==> src/rtl/spi_rx_deser.sv <==
// Receive deserializer for the SPI master: captures MISO on sample strobes, MSB- or LSB-first,
// right-justified output with valid/ready handshake and sticky overrun. Optional parity: SPI_RX_PARITY_EN.
module spi_rx_deser #(
    parameter int MAX_LEN = 128,
    parameter int LEN_W   = 7
) (
    input  logic               clk,
    input  logic               reset,
    input  logic               go,
    input  logic               abort,
    input  logic [LEN_W-1:0]   char_len,
    input  logic               lsb,
    input  logic               sample_en,
    input  logic               miso,
    output logic               busy,
    output logic [MAX_LEN-1:0] rx_data,
    output logic               rx_valid,
    input  logic               rx_ready,
    output logic               rx_done,
    output logic               overrun,
    input  logic               clr_overrun,
    output logic               parity_err
);

    // One extra bit so the counter can hold MAX_LEN itself (parity slot, length clamp).
    localparam int CNT_W = LEN_W + 1;
    localparam int IDX_W = (MAX_LEN > 2) ? $clog2(MAX_LEN) : 1;

    typedef enum logic [1:0] {
        ST_IDLE  = 2'd0,
        ST_SHIFT = 2'd1,
        ST_DONE  = 2'd2
    } state_t;

    state_t             r_state;
    state_t             w_state_next;

    logic [CNT_W-1:0]   r_len;
    logic [CNT_W-1:0]   r_k;
    logic               r_lsb;
    logic [MAX_LEN-1:0] r_sreg;

    logic [MAX_LEN-1:0] r_rx_data;
    logic               r_rx_valid;
    logic               r_rx_done;
    logic               r_overrun;

    logic [CNT_W-1:0]   w_len_eff;
    logic               w_start;
    logic               w_fire;
    logic               w_last;
    logic               w_data_bit;
    logic               w_load;

    assign w_start = (r_state == ST_IDLE) && go;
    assign w_fire  = (r_state == ST_SHIFT) && sample_en && !abort;
    assign w_load  = (r_state == ST_DONE) && !abort;

    // char_len of zero means a full-width character; oversize requests saturate.
    always_comb begin
        w_len_eff = {1'b0, char_len};
        if ((char_len == '0) || ({1'b0, char_len} > CNT_W'(MAX_LEN))) begin
            w_len_eff = CNT_W'(MAX_LEN);
        end
    end

`ifdef SPI_RX_PARITY_EN
    logic r_par;
    // Bit index N is the parity slot; only indices below N carry data.
    assign w_data_bit = (r_k != r_len);
    assign w_last     = (r_k == r_len);
`else
    assign w_data_bit = 1'b1;
    assign w_last     = (r_k == (r_len - CNT_W'(1)));
`endif

    always_ff @(posedge clk) begin
        if (reset) begin
            r_state <= ST_IDLE;
        end else begin
            r_state <= w_state_next;
        end
    end

    always_comb begin
        w_state_next = r_state;
        case (r_state)
            ST_IDLE: begin
                if (go) begin
                    w_state_next = ST_SHIFT;
                end
            end
            ST_SHIFT: begin
                if (abort) begin
                    w_state_next = ST_IDLE;
                end else if (sample_en && w_last) begin
                    w_state_next = ST_DONE;
                end
            end
            ST_DONE: begin
                w_state_next = ST_IDLE;
            end
            default: begin
                w_state_next = ST_IDLE;
            end
        endcase
    end

    always_ff @(posedge clk) begin
        if (reset) begin
            r_sreg <= '0;
            r_k    <= '0;
            r_len  <= '0;
            r_lsb  <= 1'b0;
`ifdef SPI_RX_PARITY_EN
            r_par  <= 1'b0;
`endif
        end else if (w_start) begin
            r_sreg <= '0;
            r_k    <= '0;
            r_len  <= w_len_eff;
            r_lsb  <= lsb;
        end else if (w_fire) begin
            r_k <= r_k + CNT_W'(1);
            if (w_data_bit) begin
                if (r_lsb) begin
                    r_sreg[r_k[IDX_W-1:0]] <= miso;
                end else begin
                    r_sreg <= {r_sreg[MAX_LEN-2:0], miso};
                end
            end
`ifdef SPI_RX_PARITY_EN
            else begin
                r_par <= miso;
            end
`endif
        end
    end

    // Output side: a load always wins over a same-cycle handshake.
    always_ff @(posedge clk) begin
        if (reset) begin
            r_rx_data  <= '0;
            r_rx_valid <= 1'b0;
            r_rx_done  <= 1'b0;
            r_overrun  <= 1'b0;
        end else begin
            r_rx_done <= w_load;
            if (w_load) begin
                r_rx_data  <= r_sreg;
                r_rx_valid <= 1'b1;
            end else if (r_rx_valid && rx_ready) begin
                r_rx_valid <= 1'b0;
            end
            if (w_load && r_rx_valid && !rx_ready) begin
                r_overrun <= 1'b1;
            end else if (clr_overrun) begin
                r_overrun <= 1'b0;
            end
        end
    end

`ifdef SPI_RX_PARITY_EN
    logic r_parity_err;
    // Bits above N are always zero, so reducing the whole register is equivalent.
    always_ff @(posedge clk) begin
        if (reset) begin
            r_parity_err <= 1'b0;
        end else if (w_load) begin
            r_parity_err <= (^r_sreg) ^ r_par;
        end
    end
    assign parity_err = r_parity_err;
`else
    assign parity_err = 1'b0;
`endif

    assign busy     = (r_state != ST_IDLE);
    assign rx_data  = r_rx_data;
    assign rx_valid = r_rx_valid;
    assign rx_done  = r_rx_done;
    assign overrun  = r_overrun;

endmodule
==> config.mk <==
export PLATFORM = sky130hd
export DESIGN_NAME = spi_rx_deser
export DESIGN_NICKNAME = d
export VERILOG_FILES = /design/src/rtl/spi_rx_deser.sv
export SDC_FILE = /design/constraint.sdc
export NUM_CORES = 1
export LEC_CHECK = 0
export ABC_AREA = 1
export CAP_MARGIN = 10
export CORE_ASPECT_RATIO = 1.4
export CORE_UTILIZATION = 30
export DETAILED_ROUTE_END_ITERATION = 6
export REMOVE_ABC_BUFFERS = 1
export SLEW_MARGIN = 20
export SYNTH_ARGS = -nofsm -noshare
export SYNTH_HDL_FRONTEND = slang
export SYNTH_SLANG_ARGS = --single-unit
==> constraint.sdc <==
create_clock -name clk -period 3.95 [get_ports clk]
set_input_delay 0.5925 -clock clk [delete_from_list [all_inputs] [get_ports clk]]
set_output_delay 0.5925 -clock clk [all_outputs]
set_load 0.03 [all_outputs]
## Word level (Yosys, flattened, before mapping)

Index checks and enable logic that the tools add are counted.

| storage, ports and cells | value |
|---|---|
| register bits after elaboration | 278 |

| cells by class | value |
|---|---|
| add/sub/neg operators | 2 |
| $lt $le $gt $ge | 3 |
| equality and inequality tests | 5 |
| multiplexer cells | 13 |
| reduce and logical (&&, ||, !) cells | 19 |

Operator list:

| operator | count |
|---|---|
| $bwmux 128 | 1 |
| $mux 128 | 1 |
| $logic_and 1x1->1 | 9 |
| $add 8x1->8 const B | 1 |
| $eq 8x8->1 | 1 |
| $gt 7x8->1 const B | 1 |
| $lt 7x8->1 const B | 1 |
| $mux 8 | 1 |
| $sub 8x1->8 const B | 1 |
| $demux 1 s7 | 1 |
| $ge 7x1->1 const B | 1 |
| $logic_not 7->1 | 1 |
| $mux 2 | 3 |
| $reduce_bool 2->1 | 3 |
| $mux 1 | 5 |
| $pmux 2 s2 | 1 |
| $ne 3x2->1 const B | 1 |
| $eq 2x1->1 const B | 1 |
| $eq 2x2->1 const B | 1 |
| $logic_not 1->1 | 2 |
| $logic_not 2->1 | 1 |
| $ne 2x2->1 const B | 1 |
| $reduce_and 2->1 | 1 |
| $reduce_or 2->1 | 1 |
| $logic_or 1x1->1 | 1 |

## Longest topological paths before layout

Gate-level depths: netlist of run 1.

| depth | value |
|---|---|
| word-level depth | 6 |
| gate-level depth with buffers | 12 |

## Least setup slack after synthesis of run 1

Ideal clock, no wire load.

| timing | value |
|---|---|
| path type | input to register |
| start point | in abort |
| end point | reg r_sreg[21] |
| setup time | 0.113 ns |
| arrival time | 1.571 ns |
| required time | 3.837 ns |
| setup slack | 2.266 ns |
| cell stages on the path | 9 |
| path through | nor3_4 nand2_4 nor2_8 nand3_2 buf_2 o21ai_1 nand2_1 nand2_1 nor2_1 |

| between the ends | value |
|---|---|
| longest elaborated chain between the ends | 2 |

RTL lines:

| what | RTL line | RTL |
|---|---|---|
| from (decl) | 10 | `input logic abort,` |
| $logic_not 1->1 | 56 | `assign w_fire = (r_state == ST_SHIFT) && sample_en && !abort;` |
| $logic_and 1x1->1 | 56 |  |
| to (signal, indexed assignment) | 127 | `r_sreg[r_k[IDX_W-1:0]] <= miso;` |
| to (signal assigned) | 129 | `r_sreg <= {r_sreg[MAX_LEN-2:0], miso};` |
| to (decl) | 41 | `logic [MAX_LEN-1:0] r_sreg;` |

Every way passes these cells.
A chain may end at the register's enable or synchronous reset.

## Worst setup path after layout of run 1

| timing | value |
|---|---|
| start point | in abort |
| end point | reg r_sreg[55] |

The elaborated chain is that of the path after synthesis.

==> results.txt, run 1 <==
CTS Buf Count -> 28
Max Cap Violations -> 0
Cell Area, Synth -> 12080 um2
Req. time, crit path -> 4.38 ns
antenna viol nets, final -> 0
clk root buf -> clkbuf_16
worst-margin pin slew -> 0.8046 ns
DR iter-0 viols -> 711
HPWL Detailed -> 22740 um
final setup fails -> 0
Layout Cells excl Fill -> 2293
Core Util, Final -> 37.77%
vias in the first global route -> 10470
average wire per standard cell -> 15.00 um
Site Rows -> 86
Avg Synthesized Cell Area -> 7.266 um2
Pwr Density -> 424.5 nW/um2
max incr delay on CP -> 0.59 ns
Total Routing Usage GR -> 16.46%
Post CTS Setup Buffer Count -> 0
gpl congestion -> 0.8131
I/O pins -> 149
Clock Latency Late Sink -> 0.55 ns
FF/Latch Area -> 5565 um2
Core Region -> 39490 um2
status -> finished, final reports clean
CP most frequent cell -> o21ai_1
most frequent cell after synthesis -> a21oi_1
fillcell total -> 4127
top sig layer -> met4
CTS tree -> built
Final min period -> 2.475 ns
H-tree depth -> 1
synthesized instance count -> 1663
synthesis-to-finish area growth -> 23.43%
routed wl met3 -> 1519 um
Vias -> 11000
largest net degree at the start of global routing -> 83
first-pass GRT wire length -> 54370 um
Fin Clk Skew -> 0.01418 ns
Final Hold Vio Count -> 0
area of the multi-input gates -> 5280 um2
clock slew at reported path FFs -> 0.06 ns
Final Cycle Share -> 62.65%
layout cells sized above 1 -> 7.989%
most common library cells after synthesis -> a21oi_1 (349), dfxtp_1 (278), nand2_1 (230), inv_1 (170), o21ai_0 (169)
top cell type by total area after synthesis -> dfxtp_1
register area share after synthesis -> 46.06%
post-route setup slack -> 1.475 ns
Most used DFF post-synth -> dfxtp_1
Post-synth EDFFs -> 0
Nets -> 1763
Starting Density -> 30.60%
GRT overflow -> 0
Setup CP Type -> in -> reg
Hold Crit Depth -> 2
IR drop worst, VDD -> 0.0002905 V
worst reg2reg endpoint -> r_sreg[117]
CTS Buffer Depth -> 3
Critical Path Sink Type -> flip-flop
WL final -> 34400 um
CP Max Fanout -> 67
Worst R2R Setup Slack -> 1.56 ns
min-delay worst type -> reg -> reg
buffers added on ports -> 147
DR DRC count -> 0
ys async rst share -> 0%
max_slew headroom -> 46.36%
fin. max-slew vios -> 0
CP startpoint kind -> primary input
router iterations before antenna repair -> 5
Reg2Reg Depth -> 7
average vias per placed instance -> 4.799
Final Hold Slack -> 0.4421 ns
Synth top area share -> 46.06%
CTS sink cnt -> 278
placed cells -> 2243
initial antenna violation count -> 0
Worst Hold End -> rx_data[34]
Die ar. -> 41090 um2
Synth warnings -> 0
f_max -> 404.1 MHz
Leak Pwr -> 5.458 nW
CP max-delay cell -> inv_4
RSZ-0062 raised after global routing -> no
Reg-to-Reg Start -> r_lsb
ranking of synthesized cells by area -> dfxtp_1 (46%), a21oi_1 (14%), nand2_1 (7.1%), o21ai_0 (7.0%), inv_1 (5.3%)
setup_tns -> 0 ns
cts hold-fix bufs -> 0
met2 WL -> 17380 um
diodes inserted -> 0
Netlist cell types -> 39
Die X-Extent -> 171.6 um
Synth Register Bits -> 278
min-delay src -> rx_data[34]
post-CTS resize count -> 0
wl on met1 -> 14180 um
critical path cell sequence -> clkdlybuf4s50_1, nor3_4, nand2_4, nor2_2, inv_4, buf_4, o21ai_1, o21ai_1, a21oi_1
post-place setup slack -> 0.9206 ns
Vert. Die Dim -> 239.5 um
crit path DAT -> 2.90 ns
-- report_power, final --
group	internal, mW	switching (mW)	total, mW
Combinational	0.123	0.260	0.383
Clock	1.93	1.15	3.08
Sequential	2.84	0.0306	2.87
-- placed cells by master (no fill, tap or decap), drive strengths merged, types with 3 or more instances in the layout --
master and count:
a211oi 3, a21oi 351, buf 17, bufinv 8, clkbuf 38, clkdlybuf4s50 147
clkinv 5, dfxtp 278, inv 177, nand2 269, nand3 24, nor2 143
nor3 5, o21ai 284
-- through the flow --
stage,instance area (um2),power [mW]
after floorplan,11510,3.190
after global placement,13850,3.303
after detailed placement,13850,3.311
after CTS,14910,6.395
after global routing,14910,6.559
final,14910,6.331
-- critical path: cells and delay by family --
kind | cells | cell delay, ns
simple gates | 3 | 0.43
compound gates | 3 | 0.34
buf+inv | 3 | 1.51
-- routing by layer --
layer / up-vias / global-route usage, %
met5: - / 0
li1: 5624 / -
met4: 0 / 7.089
met2: 252 / 29.24
met3: 66 / 2.016
met1: 5061 / 19.65
-- state kept, by name, indices dropped and copies added, names as in the netlist --
register / cells
r_state: 2
rx_data: 128
r_k: 8
r_lsb: 1
rx_valid: 1
r_sreg: 128
rx_done: 1
r_len: 8
overrun: 1
-- cells by family (layout without fill, tap and decap cells) --
logic type,count (synthesis),count (layout),share of synthesized area [%]
DFF,278,278,46.06
adders and majority gates,2,2,0.2071
AOI/OAI and AO/OA,642,642,26.86
buffers and inverters,292,394,10.34
other,1,1,0.03104
xor gates and xnor gates,4,4,0.2900
and+or+nand+nor,444,444,16.21
-- cell type report --
type | count | share of cell area [%]
clock inverters | 12 | 1.779
flip-flops and latches | 278 | 37.32
clock buffers | 38 | 5.361
inverters | 180 | 4.572
repair buffers | 164 | 11.14
multi-input cells | 1093 | 35.40
well taps | 528 | 4.430
-- how the worst max path moves through the flow --
stage	from	depth (start not counted)	end
2_1_floorplan	abort	4	rx_data[0]
5_1_grt	abort	10	r_sreg[33]
3_3_place_gp	abort	9	r_sreg[39]
6_report	abort	9	r_sreg[55]
4_1_cts	r_state[1]	3	busy
3_5_place_dp	abort	9	r_sreg[55]
No activity file was read; power rests on OpenSTA's default activity.
==> run 2: changes to the inputs <==
==> constraint.sdc (replaced) <==
create_clock -name clk -period 2.3 [get_ports clk]
set_input_delay 0.345 -clock clk [delete_from_list [all_inputs] [get_ports clk]]
set_output_delay 0.345 -clock clk [all_outputs]
set_load 0.03 [all_outputs]
==> run 2 against run 1 <==
Against the previous run: routed wire length increased by 0.35%; critical path depth down 6; sequential share of layout area down 0.55 points; non-clock buffer count up 23; clock-buffer cell count increased by 5; via count rose by 0.55%; combinational power grew 84%; hold slack got worse by 0.039 ns; clock power grew 44%; register-to-register slack got worse by 1.0 ns; design area is 1.5% higher; first-iteration DRC count increased by 13%; largest power group is now registers.
==> results.txt, run 2 (synthesis results as in run 1) <==
Core Region -> 39490 um2 (unchanged)
Die X-Extent -> 171.6 um (unchanged)
Sw Pwr -> 2.421 mW (was 1.438 mW)
Starting Density -> 30.60% (unchanged)
Die ar. -> 41090 um2 (unchanged)
max_slew headroom -> 66.19% (was 46.36%)
WL final -> 34520 um (was 34400 um)
cts hold-fix bufs -> 0 (unchanged)
average vias per placed instance -> 4.775 (was 4.799)
fillcell total -> 4123 (was 4127)
Nets -> 1786 (was 1763)
most common cell after layout, fill and taps aside -> a21oi_1 (unchanged)
post-CTS resize count -> 0 (unchanged)
CTS tree -> built (unchanged)
synthesis-to-finish area growth -> 25.29% (was 23.43%)
Fin Clk Skew -> 0.007436 ns (was 0.01418 ns)
setup_tns -> 0 ns (unchanged)
Combinational Power Share -> 7.0% (was 6.1%)
fin. max-slew vios -> 0 (unchanged)
CTS Buf Count -> 28 (unchanged)
Reg-to-Reg Start -> r_state[1] (was r_lsb)
Vert. Die Dim -> 239.5 um (unchanged)
vias in the first global route -> 10460 (was 10470)
Clock Latency Late Sink -> 0.55 ns (about the same)
Hold Crit Depth -> 2 (unchanged)
IR drop worst, VDD -> 0.0005013 V (was 0.0002905 V)
final setup fails -> 0 (unchanged)
buffers added on ports -> 147 (unchanged)
antenna viol nets, final -> 0 (unchanged)
Final min period -> 2.197 ns
status -> finished, final reports clean (unchanged)
Layout Cells excl Fill -> 2317 (was 2293)
worst reg2reg endpoint -> r_sreg[68] (was r_sreg[117])
sw frac -> 24.05% (was 22.71%)
Req. time, crit path -> 1.96 ns (was 4.38 ns)
crit path DAT -> 1.85 ns (was 2.90 ns)
most frequent cells in the layout -> a21oi_1 (349), dfxtp_1 (278), nand2_1 (230) (unchanged)
CTS sink cnt -> 278 (unchanged)
Final Hold Vio Count -> 0 (unchanged)
share of power burned in registers -> 48.9% (was 45.3%)
initial antenna violation count -> 0 (unchanged)
gpl congestion -> 0.8272 (was 0.8131)
CTS Buffer Depth -> 3 (unchanged)
Reg2Reg Depth -> 9 (was 7)
GRT overflow -> 0 (unchanged)
Final Cycle Share -> 95.51%
average wire per standard cell -> 14.90 um (was 15.00 um)
CP startpoint kind -> flip-flop (was primary input)
Pwr Density -> 665.1 nW/um2 (was 424.5 nW/um2)
DR iter-0 viols -> 801 (was 711)
worst-margin pin slew -> 0.5019 ns (was 0.8046 ns)
Pint -> 7.647 mW (was 4.893 mW)
DR DRC count -> 0 (unchanged)
Max Cap Violations -> 0 (unchanged)
first-pass GRT wire length -> 54700 um (was 54370 um)
Worst Hold End -> overrun (was rx_data[34])
Setup CP Type -> reg -> out (was in -> reg)
Vias -> 11060 (was 11000)
Site Rows -> 86 (unchanged)
Final Hold Slack -> 0.4036 ns (was 0.4421 ns)
layout cells sized above 1 -> 9.111% (was 7.989%)
Clock Power Share -> 44.1% (was 48.7%)
f_max -> 455.2 MHz
Leak Pwr -> 5.586 nW (was 5.458 nW)
placed cells -> 2266 (was 2243)
Worst R2R Setup Slack -> 0.54 ns (was 1.56 ns)
Critical Path Sink Type -> output pin (was flip-flop)
min-delay worst type -> in -> reg (was reg -> reg)
HPWL Detailed -> 23800 um (was 22740 um)
clk root buf -> clkbuf_16 (unchanged)
router iterations before antenna repair -> 5 (unchanged)
min-delay src -> clr_overrun (was rx_data[34])
largest net degree at the start of global routing -> 88 (was 83)
RSZ-0062 raised after global routing -> no (unchanged)
CP Max Fanout -> 4 (was 67)
Core Util, Final -> 38.33% (was 37.77%)
Total Routing Usage GR -> 16.61% (was 16.46%)
clock slew at reported path FFs -> 0.06 ns (about the same)
H-tree depth -> 1 (unchanged)
Post CTS Setup Buffer Count -> 0 (unchanged)
diodes inserted -> 0 (unchanged)
I/O pins -> 149 (unchanged)
[run 2: stage by stage]
step           setup slack (ns)  total power, mW  instance area, um2
6_report                 0.1032            10.07               15140
5_1_grt                0.002017            10.49               15140
4_1_cts                 0.06983            10.20               15140
3_5_place_dp            0.08526            5.738               14250
3_3_place_gp            0.09267            5.726               14250
2_1_floorplan            -3.257            5.479               11510
[run 2: layout make-up]
cell class / instances / area (um2) / share of cell area (%)
Clock buffer: 43 / 848.3 / 5.604
Clock inverter: 8 / 42.54 / 0.2810
Inverter: 180 / 681.9 / 4.504
Multi-Input combinational cell: 1093 / 5280 / 34.88
Sequential cell: 278 / 5565 / 36.76
Tap cell: 528 / 660.6 / 4.364
Timing Repair Buffer: 187 / 2059 / 13.60
[run 2: per-layer routing]
| layer | track usage, % | routed length (um) | up-vias |
|---|---|---|---|
| met5 | 0 | 0 | - |
| met3 | 2.165 | 1588 | 65 |
| met4 | 7.576 | 1316 | 0 |
| met2 | 29.17 | 17440 | 273 |
| met1 | 19.86 | 14170 | 5040 |
| li1 | - | - | 5685 |
[run 2: power groups by stage]
stage | Sequential (mW) | Combinational [mW] | Clock [mW]
detailed placement | 5.03 | 0.706 | 0
global placement | 5.03 | 0.695 | 0
floorplan | 5.01 | 0.467 | 0
CTS | 4.92 | 0.708 | 4.57
finish | 4.92 | 0.704 | 4.44
global route | 4.93 | 0.793 | 4.77
[run 2: worst max-delay path by stage]
stage,from,end,slack (ns),cells past startpoint
final,r_state[1],busy,0.10,3
after global routing,r_state[1],busy,0.002,3
after CTS,r_state[1],busy,0.07,3
after detailed placement,abort,r_sreg[27],0.09,10
after global placement,abort,r_sreg[27],0.09,10
after floorplan,r_state[0],rx_data[0],-3.26,4
[run 2: critical path, stage by stage (launching register included)]
cell,delay [ns]
dfxtp_1,0.46
nor2_1,0.12
inv_1,0.06
clkdlybuf4s50_1,0.66
==> edit (flow settings as in run 2) <==
The parameter `MAX_LEN` goes from 128 to 64.
--- a/src/rtl/spi_rx_deser.sv
+++ b/src/rtl/spi_rx_deser.sv
@@ -3,3 +3,3 @@
 module spi_rx_deser #(
-    parameter int MAX_LEN = 128,
+    parameter int MAX_LEN = 64,
     parameter int LEN_W   = 7
Interface: changed (resized rx_data); port bits go from 149 to 85. The function was not compared with the original's and may differ.
==> edit against run 2 <==
Area after synthesis is 45% lower. Routed wire length fell by 49%. Design area decreased by 45%. Die area shrank 44%. Sequential cell count decreased by 129. Power decreased by 44%. Sequential share of layout area decreased by 1.1 points. Worst setup slack better by 0.20 ns.
==> edit: results (changes against run 2) <==
Logic synthesis
  • YS warnings: 0 (unchanged)
  • Ranking of synthesized cells by area: dfxtp_1 45%, a21oi_1 14%, o21ai_0 11% (was dfxtp_1 46%, a21oi_1 14%, nand2_1 7.1%)
  • Ys flop type: dfxtp_1 (unchanged)
  • Post-synthesis async set-or-reset flop share: 0% (unchanged)
  • Top cells by count, synth: 187 x a21oi_1, 153 x nand2_1, 149 x dfxtp_1 (was 349 x a21oi_1, 278 x dfxtp_1, 230 x nand2_1)
  • Seq/Total Area, Yosys: 44.6% (was 46.1%)
  • Cell variety after synth: 30 (was 39)

Clock tree
  • Max clock buf depth: 2 (was 3)
  • Root Buffer: clkbuf_16 (unchanged)
  • TritonCTS Buffers: 17 (was 28)
  • CTS H-tree depth: 4 (was 1)
  • Post-CTS Resized: 0 (unchanged)
  • Clock transition at path regs: 0.06 ns (about the same)
  • Latest clock arrival within the worst-skew pair: 0.43 ns (was 0.55 ns)
  • Post CTS Setup Buffer Count: 0 (unchanged)

Detailed routing
  • Via/cell ratio: 4.75 (was 4.77)
  • Initial drt markers: 411 (was 801)
  • Total wire length: 17600 um (was 34500 um)
  • DR pass1 iterations: 5 (unchanged)

Worst setup path
  • R2R Setup Slk: 0.46 ns (was 0.54 ns)
  • Worst path max stage delay: 0.66 ns (about the same)
  • Critical Path AT: 1.65 ns (was 1.85 ns)
  • Path depth of the worst reg2reg path: 6 (was 9)
  • Critical Path Start: r_state[1] (unchanged)
  • FF-to-FF Start: r_k[2] (was r_state[1])
  • Critical Path Fanout Max: 4 (unchanged)
  • Worst R2R End: r_sreg[41] (was r_sreg[68])
  • Top delay family on crit path: buffers and inverters (unchanged)
  • CP max-delay cell: clkdlybuf4s50_1 (unchanged)
  • Worst setup path end: busy (unchanged)

Global routing
  • Largest net degree at the start of global routing: 47 (was 88)
  • First-pass GRT wire length: 28800 um (was 54700 um)
  • Initial antenna violation count: 0 (unchanged)
  • GRT Total Usage: 16.0% (was 16.6%)
  • Vias in the first global route: 5842 (was 10.5k)

Power and ir drop
  • P_leak: 3.08 nW (was 5.59 nW)
  • Maximum VDD drop: 0.000511 V (was 0.000501 V)

Timing
  • WHS: 0.442 ns (was 0.404 ns)
  • Worst Tran Pin Value: 0.609 ns (was 0.502 ns)
  • Worst Slack Setup Final: 0.305 ns (was 0.103 ns)
  • Setup Skew: 0.00687 ns (was 0.00744 ns)

Place
  • Hpwl dp: 11900 um (was 23800 um)
  • Setup Slack @ Placement: 0.214 ns (was 0.0853 ns)
  • Number of port buffers: 83 (was 147)
  • Final Wtd Congestion: 0.814 (was 0.827)
  • Area after DPL: 0.00780 mm^2 (was 0.0142 mm^2)

Cells and area
  • Layout cell share with drive strength beyond 1: 5.74% (was 9.11%)
  • Fin nets: 1033 (was 1786)
  • ANT cells: 0 (unchanged)
  • Fillers: 2350 (was 4123)

Worst hold path
  • Hold Crit Start: rx_data[20] (was clr_overrun)
  • Worst hold path class: reg -> reg (was in -> reg)

Outcome
  • Outcome: completed (unchanged)
## edit: cell count changes after synthesis, sizes merged, moves of 46 or more
| cell | change |
|---|---|
| dfxtp | -129 |
| nor2 | -69 |
| nand2 | -115 |
| a21oi | -164 |
| inv | -72 |
| clkbuf | -46 |
| o21ai | -133 |
## edit: worst min path at each step
stage                     cells after the start     endpoint
after detailed placement                      2  rx_data[16]
after global placement                        2  rx_data[17]
after CTS                                     2  rx_data[16]
after global routing                          2  rx_data[34]
final                                         2  rx_data[20]
after floorplan                               1      rx_done
## edit: area by class of cell
class / count / area, um^2 / area share [%]
clock inverter: 14 / 115 / 1.38
inverter: 108 / 405 / 4.85
tap: 297 / 372 / 4.45
multi-input combinational: 636 / 3020 / 36.2
sequential: 149 / 2980 / 35.7
timing repair buffer: 103 / 1020 / 12.2
clock buffer: 18 / 439 / 5.26
## edit: metrics by stage
stage          power [mW]  cells
6_report             5.65   1325
5_1_grt              5.89   1325
4_1_cts              5.73   1325
3_5_place_dp         3.09   1293
2_1_floorplan        2.95    893
3_3_place_gp         3.09   1293
## edit: cell families after synthesis
logic type	count (synthesis)	synth area share [%]
compound gates	340	25.5
xor+xnor	6	0.786
fa+ha+maj	2	0.374
buf+inv	167	10.3
flops	149	44.6
other cells	1	0.0561
simple gates	287	18.3
## edit: worst reg2reg max path, delay by kind of cell, from the launching register on
| family | cells | cell delay, ns |
|---|---|---|
| simple gates | 2 | 0.59 |
| compound gates | 3 | 0.53 |
| flops | 1 | 0.39 |
| buf+inv | 1 | 0.23 |
## edit: report_power, final
part           internal, mW  total (mW)  switching (mW)
clock network          1.43        2.62            1.19
logic                 0.139       0.394           0.255
registers              2.61        2.64          0.0296
## edit: per-layer routing
| metal | global-route usage, % | up-vias | wire, um |
|---|---|---|---|
| met1 | 19.0 | 2858 | 7760 |
| met5 | 0 | - | 0 |
| met3 | 3.51 | 28 | 754 |
| met2 | 27.5 | 137 | 8760 |
| li1 | - | 3269 | - |
| met4 | 6.96 | 0 | 348 |
